$ cat config.mk
export PLATFORM = sky130hd
export DESIGN_NAME = out_display_driver
export DESIGN_NICKNAME = d
export VERILOG_FILES = /design/src/rtl/out_disp_pkg.sv /design/src/rtl/seg7_decode.sv /design/src/rtl/out_display_driver.sv
export SDC_FILE = /design/constraint.sdc
export NUM_CORES = 1
export LEC_CHECK = 0
export BUFFER_PORTS_ARGS = -buffer_cell sky130_fd_sc_hd__buf_4
export CELL_PAD_IN_SITES_DETAIL_PLACEMENT = 0
export CELL_PAD_IN_SITES_GLOBAL_PLACEMENT = 2
export CORE_ASPECT_RATIO = 1.75
export CORE_MARGIN = 4
export CORE_UTILIZATION = 40
export CTS_CLUSTER_DIAMETER = 100
export CTS_CLUSTER_SIZE = 10
export DETAILED_ROUTE_END_ITERATION = 12
export GPL_TIMING_DRIVEN = 0
export PLACE_DENSITY_LB_ADDON = 0.1
export SKIP_LAST_GASP = 1
export SLEW_MARGIN = 20
export SYNTH_ARGS = -nofsm -noshare
export SYNTH_HDL_FRONTEND = slang
export SYNTH_SLANG_ARGS = --single-unit
$ cat constraint.sdc
create_clock -name clk -period 6.5 [get_ports clk]
set_clock_uncertainty 0.15 [all_clocks]
set_input_delay 1.3 -clock clk [delete_from_list [all_inputs] [get_ports clk]]
set_output_delay 1.3 -clock clk [all_outputs]
set_load 0.03 [all_outputs]
$ cat src/rtl/out_disp_pkg.sv
// Shared types and segment tables for the out_display_driver slice.
// Double-dabble nibble adjust helper lives here too.
package out_disp_pkg;

  typedef enum logic [1:0] {
    IDLE,
    CONV,
    DONE
  } state_e;

  localparam int IDX_W = 2;

  localparam logic [6:0] SEG_DIGIT [0:9] = '{
    7'h3F, 7'h06, 7'h5B, 7'h4F, 7'h66,
    7'h6D, 7'h7D, 7'h07, 7'h7F, 7'h6F
  };
  localparam logic [6:0] SEG_MINUS = 7'h40;
  localparam logic [6:0] SEG_BLANK = 7'h00;

  function automatic logic [3:0] dd_nib(
    input logic [3:0] n
  );
    return (n >= 4'd5) ? n + 4'd3 : n;
  endfunction

  function automatic logic [11:0] dd_adjust(
    input logic [11:0] b
  );
    return {dd_nib(b[11:8]),
            dd_nib(b[7:4]),
            dd_nib(b[3:0])};
  endfunction

endpackage

$ cat src/rtl/seg7_decode.sv
// Combinational 4-bit code to seven-segment decoder.
// Minus overrides blank; codes above 9 decode to blank.
module seg7_decode
  import out_disp_pkg::*;
(
  input  logic [3:0] code_i,
  input  logic       blank_i,
  input  logic       minus_i,
  output logic [6:0] seg_o
);

  always_comb begin
    seg_o = SEG_BLANK;
    if (minus_i) begin
      seg_o = SEG_MINUS;
    end else if (!blank_i && code_i <= 4'd9) begin
      seg_o = SEG_DIGIT[code_i];
    end
  end

endmodule

$ cat src/rtl/out_display_driver.sv
// 4-digit multiplexed 7-seg driver with double-dabble BCD.
// OUT_DISP_SIGNED_EN selects two's complement input with minus sign.
module out_display_driver
  import out_disp_pkg::*;
#(
  parameter int SCAN_DIV = 1024,
  parameter int BLANK_LZ = 1
) (
  input  logic       clk,
  input  logic       clr,
  input  logic [7:0] value,
  input  logic       load,
  output logic [6:0] seg,
  output logic [3:0] an,
  output logic       busy
);

  localparam logic [15:0] PRE_MAX =
    16'(SCAN_DIV - 1);

  state_e      state_q, state_d;
  logic [19:0] sh_q, sh_d;
  logic [2:0]  cnt_q, cnt_d;
  logic        pend_q, pend_d;
  logic [7:0]  pval_q, pval_d;
  logic [3:0]  d0_q, d0_d;
  logic [3:0]  d1_q, d1_d;
  logic [3:0]  d2_q, d2_d;
  logic [15:0] pre_q, pre_d;
  logic [IDX_W-1:0] idx_q, idx_d;
  logic [6:0]  seg_q;
  logic [3:0]  an_q;

  logic        start;
  logic [7:0]  src;
  logic [7:0]  mag;
  logic [19:0] adj;
  logic [3:0]  code;
  logic        blank;
  logic        minus;
  logic [6:0]  seg_w;

`ifdef OUT_DISP_SIGNED_EN
  logic sneg_q, sneg_d;
  logic neg_q, neg_d;
  assign mag = src[7] ? 8'(-src) : src;
`else
  assign mag = src;
`endif

  assign adj = {dd_adjust(sh_q[19:8]),
                sh_q[7:0]};

  always_comb begin
    state_d = state_q;
    sh_d    = sh_q;
    cnt_d   = cnt_q;
    pend_d  = pend_q;
    pval_d  = pval_q;
    d0_d    = d0_q;
    d1_d    = d1_q;
    d2_d    = d2_q;
    start   = 1'b0;
    src     = value;
`ifdef OUT_DISP_SIGNED_EN
    sneg_d  = sneg_q;
    neg_d   = neg_q;
`endif
    unique case (state_q)
      IDLE: begin
        if (load) start = 1'b1;
      end
      CONV: begin
        sh_d  = {adj[18:0], 1'b0};
        cnt_d = cnt_q + 3'd1;
        if (cnt_q == 3'd7) state_d = DONE;
        if (load) begin
          pend_d = 1'b1;
          pval_d = value;
        end
      end
      DONE: begin
        d0_d = sh_q[11:8];
        d1_d = sh_q[15:12];
        d2_d = sh_q[19:16];
`ifdef OUT_DISP_SIGNED_EN
        neg_d = sneg_q;
`endif
        if (pend_q) begin
          // pending wins; a same-cycle load re-arms it
          start  = 1'b1;
          src    = pval_q;
          pend_d = load;
          if (load) pval_d = value;
        end else if (load) begin
          start = 1'b1;
        end else begin
          state_d = IDLE;
        end
      end
      default: state_d = IDLE;
    endcase
    if (start) begin
      state_d = CONV;
      cnt_d   = 3'd0;
      sh_d    = {12'd0, mag};
`ifdef OUT_DISP_SIGNED_EN
      sneg_d  = src[7];
`endif
    end
  end

  always_comb begin
    pre_d = (pre_q == PRE_MAX) ? 16'd0
                               : pre_q + 16'd1;
    idx_d = (pre_q == PRE_MAX) ? idx_q + 1'b1
                               : idx_q;
  end

  always_comb begin
    code  = 4'd0;
    blank = 1'b0;
    minus = 1'b0;
    unique case (idx_q)
      2'd0: code = d0_q;
      2'd1: begin
        code  = d1_q;
        blank = (BLANK_LZ != 0) &&
                d2_q == 4'd0 && d1_q == 4'd0;
      end
      2'd2: begin
        code  = d2_q;
        blank = (BLANK_LZ != 0) && d2_q == 4'd0;
      end
      default: begin
`ifdef OUT_DISP_SIGNED_EN
        minus = neg_q;
        blank = !neg_q;
`else
        blank = 1'b1;
`endif
      end
    endcase
  end

  seg7_decode u_dec (
    .code_i  (code),
    .blank_i (blank),
    .minus_i (minus),
    .seg_o   (seg_w)
  );

  always_ff @(posedge clk) begin
    if (clr) begin
      state_q <= IDLE;
      sh_q    <= '0;
      cnt_q   <= '0;
      pend_q  <= 1'b0;
      pval_q  <= '0;
      d0_q    <= '0;
      d1_q    <= '0;
      d2_q    <= '0;
      pre_q   <= '0;
      idx_q   <= '0;
      seg_q   <= SEG_BLANK;
      an_q    <= '0;
`ifdef OUT_DISP_SIGNED_EN
      sneg_q  <= 1'b0;
      neg_q   <= 1'b0;
`endif
    end else begin
      state_q <= state_d;
      sh_q    <= sh_d;
      cnt_q   <= cnt_d;
      pend_q  <= pend_d;
      pval_q  <= pval_d;
      d0_q    <= d0_d;
      d1_q    <= d1_d;
      d2_q    <= d2_d;
      pre_q   <= pre_d;
      idx_q   <= idx_d;
      seg_q   <= seg_w;
      an_q    <= 4'(1) << idx_q;
`ifdef OUT_DISP_SIGNED_EN
      sneg_q  <= sneg_d;
      neg_q   <= neg_d;
`endif
    end
  end

  assign seg  = seg_q;
  assign an   = an_q;
  assign busy = (state_q != IDLE);

endmodule

==> metrics <==
drt via density=5.035; outcome=complete, no violations; hold path depth=1; crit path DAT=1.28 ns; first-pass GRT wire length=12.50 mm; FF-to-FF End=seg[4]; final hold vios=0; CTS max path bufs=2; die span in y=130.0 µm; synth top area cells=dfxtp_1 (44%), ha_1 (7.0%), a21oi_1 (5.7%); Crit Path Max Fanout=10; die area=10110 µm²; FF-to-FF setup slack=3.86 ns; Detailed Route WL=7.276 mm; cell with the most instances after synthesis=dfxtp_1; core region area=8313 µm²; Yosys top cell area share=44.12%; CTS clk-pin slew, worst paths=0.06 ns; Synth Flop Type=dfxtp_1; post-synthesis cell area=3403 µm²; Post-DP Area=3712 µm²; power per cell area=252.3 nW/µm²; Unique masters post-synth=41; gpl congestion=0.8015; share of layout cells above drive strength 1=12.38%; drt first pass iters=5; routed vias=2734; Critical Path End Type=output port; n_diodes=0; number of synthesized register bits=75; vias in the first global route=2633; row count=44; cts-stage hold buffer count=0; syn_area_per_cell=8.704 µm²; antenna-violating nets left=0; Initial Util=40.94%; CP startpoint kind=flop; DR WL/cell=13.40 µm; CTS tree=yes; worst hold path class=flop to flop; IO Count=23; RSZ-0062 raised after global routing=no; max-slew violation count=0; YS warnings=0; total grt overflow=0; Hold Crit Endpoint=pre_q[0]; Clock Sinks=75; die width=77.73 µm; Setup crit start=state_q[0]; Critical Path RT=5.05 ns; fin crit share=41.93%; Post-synth EDFFs=0; Initial DRC Count=65; Syn Inst Count=391; crit path time final=2.725 ns; Total GRT Usage=15.71%; post-synth top area cell=dfxtp_1; worst skew pair latency=0.33 ns; post-CTS setup buffer count=0; HP Start=pre_q[0]; Achievable Freq=366.9 MHz; sequential fraction of the synthesis area=44.12%; Post-route DRC=0; worst r2r path cells=9; CTS resizes=0; initial antenna violation count=0; total CTS buffers=9; Finished Cell Area=3993 µm²; worst rel slew slack=36.23%; setup_tns=0 ns; Max-Cap Viols=0; port buffer count=22; syn_nets=421; # fillers=847; CP Class=flop to output port; ys async rst share=0%; largest net degree at the start of global routing=12; most common library cells after synthesis=dfxtp_1 (75), nor2_1 (48), nand2_1 (44); Slew @ Worst Pin=0.9566 ns; Max IR drop VDD=0.1221 mV; root buf cell=clkbuf_16; dpl hpwl=5.376 mm; Area Growth Syn to Fin=17.32%; endpoints failing setup=0; nets=454; Worst R2R Start=idx_q[1]; H-tree levels=3; LEAKAGE=1.602 nW
==> worst max path at each step <==
stage                           to  cells past startpoint
after floorplan           sh_q[18]                      6
after global placement    sh_q[18]                      7
after detailed placement  sh_q[18]                      7
after CTS                     busy                      3
after global routing        seg[4]                      9
final                         busy                      3
==> layout make-up <==
class | count | area [µm²] | area share (%)
flip-flops and latches | 75 | 1501 | 37.61
inverters | 17 | 63.81 | 1.598
clock buffers | 13 | 270.3 | 6.769
plain buffers | 16 | 70.07 | 1.755
well taps | 115 | 143.9 | 3.604
multi-input cells | 283 | 1768 | 44.28
repair buffers | 22 | 165.2 | 4.137
clock inverters | 2 | 10.01 | 0.2507
==> where the power goes <==
| group | internal [W] | total [W] | switching, W | leakage, nW |
|---|---|---|---|---|
| registers | 0.000471 | 0.000477 | 0.00000603 | 0.609 |
| logic | 0.0000271 | 0.0000667 | 0.0000396 | 0.851 |
| clock network | 0.000286 | 0.000463 | 0.000177 | 0.141 |
==> placed cells by master (no fill, tap or decap), types with 9 or more instances in the layout <==
cell type / netlist / layout
a21oi_1: 39 / 39
buf_4: 1 / 23
clkbuf_1: 9 / 10
clkbuf_16: 0 / 9
dfxtp_1: 75 / 75
ha_1: 19 / 19
inv_1: 17 / 17
mux2i_1: 17 / 17
nand2_1: 44 / 44
nand3_1: 13 / 13
nor2_1: 48 / 48
o21ai_0: 11 / 11
xnor2_1: 9 / 9
==> layer usage <==
layer	track usage, %	wire length, µm	vias up
met5	0	0	-
met4	7.023	120	0
met3	2.901	173	10
met2	29.29	3897	30
met1	17.04	3083	1275
li1	-	-	1419
==> per-stage QoR <==
step / total power, W / util [%] / cells / hold slack (ns) / setup WS (ns)
after floorplan: 0.0005312 / - / 391 / 0.2798 / 4.025
after global placement: 0.0005544 / 44.66 / 528 / 0.2930 / 3.602
after detailed placement: 0.0005550 / 44.66 / 528 / 0.2991 / 3.609
after CTS: 0.001024 / 48.03 / 543 / 0.3071 / 3.773
after global routing: 0.001050 / 48.03 / 543 / 0.3279 / 3.652
final: 0.001007 / 48.03 / 543 / 0.3078 / 3.775
==> cell families (layout without fill, tap and decap cells) <==
kind of cell             count (synthesis)  in the layout  share of synthesized area [%]
multiplexers                            19             19                          5.662
flip-flops                              75             75                          44.12
XOR/XNOR                                17             17                          4.375
AND/OR/NAND/NOR                        152            152                          21.25
AO/OA/AOI/OAI                           76             76                          13.68
adder cells (fa/ha/maj)                 19             19                          6.985
buffers and inverters                   33             70                          3.934
==> flip-flops by register name, indices dropped and copies added, names as in the netlist <==
name and cells:
an 4, d2_q 4, state_q 2, sh_q 20, cnt_q 3, d1_q 4
idx_q 2, seg 7, pre_q 16, d0_q 4, pval_q 8, pend_q 1
==> critical path: stages (launching register included) <==
cell and delay [ns]:
dfxtp_1 0.30, buf_2 0.17, or2_2 0.31, buf_4 0.17
Note: power is estimated with default switching activity, not from simulation.
